**src/rtl/cla_pipe_addsub.sv**
```systemverilog
// cla_pipe_addsub: pipelined carry-lookahead adder/subtractor.
// Each pipeline stage resolves one 4-bit lookahead group, so one 4-bit CLA
// sets the clock rate at any WIDTH. Valid/ready handshakes on both sides,
// and all stages share one advance enable.
// Optional build macro: CLA_PIPE_SAT_EN turns on signed saturation of s
// when the result overflows.

// One 4-bit lookahead group: sum bits plus group carry-out
module cla_pipe_grp (
    input  logic [3:0] a,
    input  logic [3:0] b,
    input  logic       cin,
    output logic [3:0] s,
    output logic       cout
);
    logic [3:0] g;
    logic [3:0] p;
    logic [3:0] c;
    logic       gg;
    logic       pg;

    // Generate/propagate terms, flat lookahead carries and group G/P
    always_comb begin
        g    = a & b;
        p    = a ^ b;
        c[0] = cin;
        c[1] = g[0] | (p[0] & cin);
        c[2] = g[1] | (p[1] & g[0]) | (p[1] & p[0] & cin);
        c[3] = g[2] | (p[2] & g[1]) | (p[2] & p[1] & g[0]) | (p[2] & p[1] & p[0] & cin);
        gg   = g[3] | (p[3] & g[2]) | (p[3] & p[2] & g[1]) | (p[3] & p[2] & p[1] & g[0]);
        pg   = &p;
        s    = p ^ c;
        cout = gg | (pg & cin);
    end
endmodule

module cla_pipe_addsub #(
    parameter int WIDTH = 16
) (
    input  logic             clk,
    input  logic             rst_n,
    input  logic             in_valid,
    output logic             in_ready,
    input  logic [WIDTH-1:0] a,
    input  logic [WIDTH-1:0] b,
    input  logic             ci,
    input  logic             sub,
    output logic             out_valid,
    input  logic             out_ready,
    output logic [WIDTH-1:0] s,
    output logic             co,
    output logic             ovf
);
    localparam int L  = WIDTH / 4;
    // Operand words shrink by one group per stage and the sum word grows by
    // one group per stage. Both are packed as triangles so that no register
    // bit is dead: operand slice k is WIDTH-4k wide, sum slice k is 4k+4 wide.
    localparam int AT = L * WIDTH - 2 * L * (L - 1);
    localparam int ST = 2 * L * (L + 1);

    logic [AT-1:0]    a_tri, b_tri, a_nxt, b_nxt;
    logic [ST-1:0]    s_tri, s_nxt;
    logic [L:0]       c_q, c_nxt;
    logic [L:0]       vld_pipe;
    logic             ovf_q, ovf_nxt;
    logic             en;
    logic [WIDTH-1:0] s_raw;

    assign en       = out_ready | ~vld_pipe[L];
    assign in_ready = en;

    // Operand conditioning at acceptance: subtract is A + ~B + ~borrow
    assign a_nxt[WIDTH-1:0] = a;
    assign b_nxt[WIDTH-1:0] = sub ? ~b : b;
    assign c_nxt[0]         = sub ? ~ci : ci;

    genvar k;
    generate
        for (k = 0; k < L; k++) begin : g_stg
            localparam int AO = k * WIDTH - 2 * k * (k - 1);
            localparam int AW = WIDTH - 4 * k;
            localparam int SO = 2 * k * (k + 1);
            logic [3:0] grp_s;

            cla_pipe_grp u_grp (
                .a    (a_tri[AO +: 4]),
                .b    (b_tri[AO +: 4]),
                .cin  (c_q[k]),
                .s    (grp_s),
                .cout (c_nxt[k+1])
            );

            // Append the freshly resolved group above the lower sum groups
            if (k == 0) begin : g_s0
                assign s_nxt[3:0] = grp_s;
            end else begin : g_sk
                assign s_nxt[SO +: 4*k+4] = {grp_s, s_tri[SO-4*k +: 4*k]};
            end

            // Hand the still-unresolved upper groups to the next stage
            if (k < L - 1) begin : g_fwd
                assign a_nxt[AO+AW +: AW-4] = a_tri[AO+4 +: AW-4];
                assign b_nxt[AO+AW +: AW-4] = b_tri[AO+4 +: AW-4];
            end else begin : g_last
                // Carry into the MSB recovered as s ^ p; ovf = c[W] ^ c[W-1]
                assign ovf_nxt = c_nxt[L] ^ grp_s[3] ^ a_tri[AO+3] ^ b_tri[AO+3];
            end
        end
    endgenerate

    // Shift every stage together whenever the output slot can move
    always_ff @(posedge clk) begin
        if (!rst_n) begin
            vld_pipe <= '0;
            a_tri    <= '0;
            b_tri    <= '0;
            s_tri    <= '0;
            c_q      <= '0;
            ovf_q    <= 1'b0;
        end else if (en) begin
            vld_pipe <= {vld_pipe[L-1:0], in_valid};
            a_tri    <= a_nxt;
            b_tri    <= b_nxt;
            s_tri    <= s_nxt;
            c_q      <= c_nxt;
            ovf_q    <= ovf_nxt;
        end
    end

    assign s_raw     = s_tri[ST-1 -: WIDTH];
    assign out_valid = vld_pipe[L];
    assign co        = c_q[L];
    assign ovf       = ovf_q;

`ifdef CLA_PIPE_SAT_EN
    localparam logic [WIDTH-1:0] SAT_POS = {1'b0, {(WIDTH-1){1'b1}}};
    localparam logic [WIDTH-1:0] SAT_NEG = {1'b1, {(WIDTH-1){1'b0}}};
    // A wrapped MSB of 1 means the true result was a too-large positive value
    assign s = ovf_q ? (s_raw[WIDTH-1] ? SAT_POS : SAT_NEG) : s_raw;
`else
    assign s = s_raw;
`endif
endmodule

```
**config.mk**
```make
export PLATFORM = sky130hd
export DESIGN_NAME = cla_pipe_addsub
export DESIGN_NICKNAME = d
export VERILOG_FILES = /design/src/rtl/cla_pipe_addsub.sv
export SDC_FILE = /design/constraint.sdc
export NUM_CORES = 1
export LEC_CHECK = 0
export CORE_UTILIZATION = 45
export CTS_CLUSTER_DIAMETER = 60
export DETAILED_ROUTE_END_ITERATION = 16
export GPL_TIMING_DRIVEN = 0
export PLACE_DENSITY_LB_ADDON = 0.3
export SYNTH_ARGS = -nofsm -noshare
export SYNTH_HDL_FRONTEND = slang
export SYNTH_SLANG_ARGS = --single-unit
export TNS_END_PERCENT = 10
```
**constraint.sdc**
```tcl
create_clock -name clk -period 2.46 [get_ports clk]
set_input_delay 0.492 -clock clk [delete_from_list [all_inputs] [get_ports clk]]
set_output_delay 0.492 -clock clk [all_outputs]
set_load 0.01 [all_outputs]
```
==> results of run 1 <==
## critical path, stage by stage
cell	delay, ns
clkdlybuf4s50_1	0.48
nor2b_2	0.06
inv_2	0.10
buf_6	0.19
clkdlybuf4s50_1	0.56
## area by class of cell
cell class,count,area [sq um]
Inverter,11,41.29
Multi-Input combinational cell,449,2679
Timing Repair Buffer,55,550.5
Clock buffer,20,456.7
Fill cell,1096,5041
Sequential cell,131,2623
Clock inverter,12,225.2
Buffer,61,335.3
Tap cell,168,210.2
## what timing repair did
item	CTS	global route
endpoints found under the setup margin	1	1
hold buffers	0	0
pin swaps	0	0
gates resized for setup	1	1
## path summary, 6_finish.rpt
kind                to  slack [ns]  cells after the start
max           in_ready        0.07                      5
min          b_tri[26]        0.45                      2
max reg2reg        ovf        0.70                      6
min reg2reg  b_tri[26]        0.45                      2
## synth_stat cells (all sizes together), types with 4 or more instances
library cell	number
a21boi	99
xnor2	22
o21ai	10
dfxtp	131
a21oi	8
fa	4
nand2	225
inv	11
buf	46
nand3	10
o211a	20
a21o	9
clkbuf	16
ha	16
## kinds of logic (layout without fill, tap and decap cells)
kind of cell / count (synthesis) / count (layout) / synth area share
buffers and inverters: 73 / 159 / 0.06612
XOR/XNOR: 25 / 25 / 0.03990
adder cells (fa/ha/maj): 20 / 20 / 0.04937
AO/OA/AOI/OAI: 153 / 153 / 0.2063
flip-flops: 131 / 131 / 0.4620
AND/OR/NAND/NOR: 251 / 251 / 0.1763
## power groups by stage
stage               registers (mW)  logic (mW)  clock network, mW
finish                        2.29       0.381               2.91
detailed placement            2.34       0.380                  0
CTS                           2.29       0.385               2.93
floorplan                     2.32       0.252                  0
global route                  2.31       0.430               3.05
global placement              2.34       0.369                  0
## through the flow
stage | instances | hold WS [ns] | util | cell area (sq um)
finish | 907 | 0.4498 | 0.5855 | 7121
global route | 907 | 0.4742 | 0.5855 | 7121
CTS | 907 | 0.4528 | 0.5852 | 7117
detailed placement | 876 | 0.4444 | 0.5293 | 6437
global placement | 876 | 0.4421 | 0.5293 | 6437
floorplan | 653 | 0.4310 | - | 5677
## registers in the layout (all words and copies together), names as in the netlist
signal,cells
a_tri,40
b_tri,40
c_q,5
ovf,1
s_tri,40
vld_pipe,5
## layer usage
metal | routed length [microns] | vias to the layer above | share of wire | track usage
met4 | 285 | 0 | 0.023 | 0.08485
met3 | 650 | 24 | 0.053 | 0.05611
li1 | - | 2289 | - | -
met2 | 5772 | 100 | 0.47 | 0.3358
met1 | 5655 | 2124 | 0.46 | 0.2623
met5 | 0 | - | 0 | 0
==> impl_results.md, run 1 <==
* Sequential area share after synthesis at 0.4620
* CP Capture Type: primary output
* H-tree lvl count at 4
* Mapped Cells at 653
* Combinational power share at 0.068
* I/O pins at 58
* CP arrival at 1.90 ns
* Syn Nets at 711
* Via density per instance at 5.002
* Netlist cell types at 37
* Final cycle utilization of the critical path at 0.9705
* HP Start: b_tri[26]
* Num Clock Sinks at 131
* Hold Crit Class: reg -> reg
* Final Max Tran Viols at 0
* Slew @ Worst Pin at 0.5940 ns
* First-pass GRT wire length at 20.79 mm
* Antenna violations before repair at 0
* Synth area leaders: dfxtp_1 (46%), nand2_1 (15%), a21boi_0 (9.3%)
* TritonCTS clock tree: done
* Clk_lat worst skew at 0.42 ns
* Fin crit period at 2.387 ns
* Clock transition at path regs at 0.06 ns
* Most frequent cells in the layout: nand2_1 (225), dfxtp_1 (131), a21boi_0 (70)
* Slew margin rel. at 0.6040
* Number of diodes at 0
* Int Pwr at 4.399 mW
* Synth top area share at 0.4620
* Clock network power share at 0.521
* Residual DRC at 0
* Final Hold Viols at 0
* Worst setup margin at 0.07266 ns
* Routed Antenna Nets at 0
* CP max FO at 19
* Die ar. at 13070 sq um
* Detailed-route via count at 4537
* Post-DR wirelength/cell at 13.63 microns
* Initial DRT Pass Iterations at 4
* Die X at 114.3 microns
* Crit path kind: in -> out
* Startpoint Class: input port
* Avg Inst Size Synth at 8.693 sq um
* Most common cell after layout, fill and taps aside: nand2_1
* Leak Pwr at 2.994 nW
* Vias in the first global route at 4366
* # nets final at 784
* Switching share of power at 0.2122
* Final setup viols at 0
* Max Cap Viol at 0
* Initial core utilization at 0.4668
* Pwr Density at 784.2 nW/um^2
* Seq cells post-synth at 131
* DRT iter0 DRCs at 248
* Req. time, crit path at 1.97 ns
* HPWL after DPL at 8.964 mm
* Yosys warns at 0
* Layout cell share with drive strength beyond 1 at 0.1150
* Post-synth EDFFs at 0
* TNS Setup at 0 ns
* Predominant post-synthesis flop cell: dfxtp_1
* FFs w/ async S/R, synth at 0
* Pre-CTS WS at -0.2067 ns
* Root Driver: clkbuf_16
* Clock buffer depth at 2
* Yosys top cell by area: dfxtp_1
* RSZ-0062 raised after global routing: no
* CTS Buf Count at 17
* Post-CTS Setup Repair Bufs at 0
* FMAX at 0.4189 GHz
* Critical R2R Launch: b_tri[36]
* Max Clock Skew at 0.007250 ns
* GRT Util Overall at 0.2076
* # port buffers at 55
* Die Ht at 114.3 microns
* Routed WL at 12.36 mm
* Status: finished clean
* Floorplan core area at 12160 sq um
* GP Congestion at 0.8064
* Power, Total at 5.584 mW
* NetSw at 1.185 mW
* Area delta synth->final at 25.44%
* Number of core rows at 40
* Mapped Area at 5677 sq um
* Largest net degree at the start of global routing at 20
* Crit path from: out_ready
* Grt ovf at 0
* Worst VDD drop at 0.5194 mV
* Power share of the sequential group at 0.411
Power figures use the tool's default switching activity.
==> inputs of run 2 (changes only) <==
--- a/config.mk
+++ b/config.mk
@@ -5,6 +5,7 @@
 export SDC_FILE = /design/constraint.sdc
 export NUM_CORES = 1
 export LEC_CHECK = 0
+export CORE_MARGIN = 2
 export CORE_UTILIZATION = 45
 export CTS_CLUSTER_DIAMETER = 60
 export DETAILED_ROUTE_END_ITERATION = 16
==> run 2 against run 1 <==
Against the previous run: highest routed layer unchanged; largest power group unchanged; die area grew 3.5%; hold slack gained 0.00079 ns; clock skew grew 0.0028 ns; clock-buffer cell count shrank 1; clock power shrank 4%; register-to-register slack lost 0.02 ns; critical path depth is the same; combinational power is essentially flat; total power shrank 2.3%; final cell count grew 0.44%; setup slack lost 0.0072 ns.
==> impl_results.md, run 2 (synthesis results as in run 1) <==
* Biggest regs: a_tri: 40 flops, b_tri: 40 flops, s_tri: 40 flops
* Req. time, crit path at 1.97 ns
* Most common cell after layout, fill and taps aside: nand2_1
* Detailed-route via count at 4490
* Die Ht at 116.3 microns
* Antenna violations before repair at 0
* CP top delay family: buffers and inverters
* Slowest cell on crit path: clkdlybuf4s50_1
* CP Capture Type: primary output
* GP Congestion at 0.8342
* CTS Buf Count at 17
* Crit path from: out_ready
* Area delta synth->final at 25.28%
* Routed WL at 12.35 mm
* # port buffers at 55
* Slew @ Worst Pin at 0.6326 ns
* Pwr Density at 767.4 nW/um^2
* Number of core rows at 41
* CP peak stage delay at 0.55 ns
* Post-CTS Setup Repair Bufs at 0
* Layout cell share with drive strength beyond 1 at 0.1164
* HPWL after DPL at 8.906 mm
* Filler Cell Count at 1135
* Hold Crit Class: reg -> reg
* Crit path kind: in -> out
* Final Max Tran Viols at 0
* Slew margin rel. at 0.5782
* HP Start: b_tri[32]
* First-pass GRT wire length at 20.44 mm
* CP arrival at 1.90 ns
* Final setup viols at 0
* Final Hold Viols at 0
* Via density per instance at 4.929
* Leak Pwr at 2.988 nW
* Post-DR wirelength/cell at 13.56 microns
* Critical R2R Launch: b_tri[36]
* GRT Util Overall at 0.1984
* Clock buffer depth at 2
* Startpoint Class: input port
* DRT iter0 DRCs at 245
* Worst VDD drop at 0.4779 mV
* CP Buf/Inv Count at 4
* Fin crit period at 2.395 ns
* Max Clock Skew at 0.01003 ns
* Critical Path, Cell by Cell: clkdlybuf4s50_1 > nor2b_4 > inv_6 > buf_6 > clkdlybuf4s50_1
* Max Cap Viol at 0
* TritonCTS clock tree: done
* H-tree lvl count at 4
* Num Clock Sinks at 131
* Status: finished clean
* CTS Hold Bufs at 0
* FMAX at 0.4176 GHz
* Clk_lat worst skew at 0.42 ns
* Initial DRT Pass Iterations at 4
* Number of diodes at 0
* Final cycle utilization of the critical path at 0.9734
* Hold slack at 0.4506 ns
* Final Cell Area at 7112 sq um
* Grt ovf at 0
* Clock transition at path regs at 0.05 ns
* Most used cell, CP: clkdlybuf4s50_1
* # nets final at 784
* Die X at 116.3 microns
* I/O pins at 58
* Root Driver: clkbuf_16
* Routed Antenna Nets at 0
* DP Area at 6442 sq um
* Largest net degree at the start of global routing at 17
* CP max FO at 14
* Die ar. at 13530 sq um
* Residual DRC at 0
* Floorplan core area at 12470 sq um
* Sequential cell area at 2623 sq um
* Most frequent cells in the layout: nand2_1 (225), dfxtp_1 (131), a21boi_0 (70)
* Footprint of the multi-input gates at 2684 sq um
* Initial core utilization at 0.4554
* RSZ-0062 raised after global routing: no
* Vias in the first global route at 4311
run 2: stage by stage:
| step | worst slack, ns | util | std cells | power [mW] | setup TNS, ns |
|---|---|---|---|---|---|
| after floorplan | 0.8594 | - | 653 | 2.569 | 0 |
| after detailed placement | -0.2293 | 0.5168 | 880 | 2.718 | -0.2293 |
| after global placement | -0.2418 | 0.5168 | 880 | 2.706 | -0.2418 |
| after global routing | 0.02915 | 0.5705 | 911 | 5.667 | 0 |
| final | 0.06541 | 0.5705 | 911 | 5.458 | 0 |
| after CTS | 0.03252 | 0.5703 | 911 | 5.500 | 0 |
run 2: layout make-up:
cell class,count,share of cell area
Buffer,61,0.04715
Clock buffer,19,0.06369
Clock inverter,13,0.02885
Inverter,11,0.006510
Multi-Input combinational cell,449,0.3774
Sequential cell,131,0.3688
Tap cell,172,0.03026
Timing Repair Buffer,55,0.07741
run 2: per-layer routing:
| metal | track usage | share of wire |
|---|---|---|
| met5 | 0 | 0 |
| met3 | 0.05345 | 0.072 |
| met1 | 0.2509 | 0.45 |
| met4 | 0.07619 | 0.012 |
| met2 | 0.3244 | 0.47 |
run 2: worst min-delay path: stages (launching register included):
cell and delay, ns:
dfxtp_1 0.31, nand2_1 0.05, a21boi_1 0.05
run 2: path summary, 6_finish.rpt:
path	end	slack (ns)	cells past startpoint
worst max-delay path	in_ready	0.07	5
worst min-delay path	b_tri[32]	0.45	2
worst max register to register	ovf	0.68	6
worst min register to register	b_tri[32]	0.45	2
run 2: power breakdown:
group / internal, mW / total [mW] / switching [mW]
registers: 2.23 / 2.29 / 0.0634
logic: 0.212 / 0.382 / 0.170
clock network: 1.85 / 2.78 / 0.934
total: 4.29 / 5.46 / 1.17
run 2: what timing repair did:
item / in CTS / in global routing
pin swaps: 0 / 0
endpoints found under the hold margin: 0 / 0
setup endpoints to repair: 1 / 1
gates resized for setup: 4 / 1
==> inputs of run 3 (changes only) <==
--- a/config.mk
+++ b/config.mk
@@ -5,6 +5,7 @@
 export SDC_FILE = /design/constraint.sdc
 export NUM_CORES = 1
 export LEC_CHECK = 0
+export CAP_MARGIN = 0
 export CORE_MARGIN = 2
 export CORE_UTILIZATION = 45
 export CTS_CLUSTER_DIAMETER = 60
==> results of run 3 <==
Final layout, timing and power as in run 2 (identical DEF).
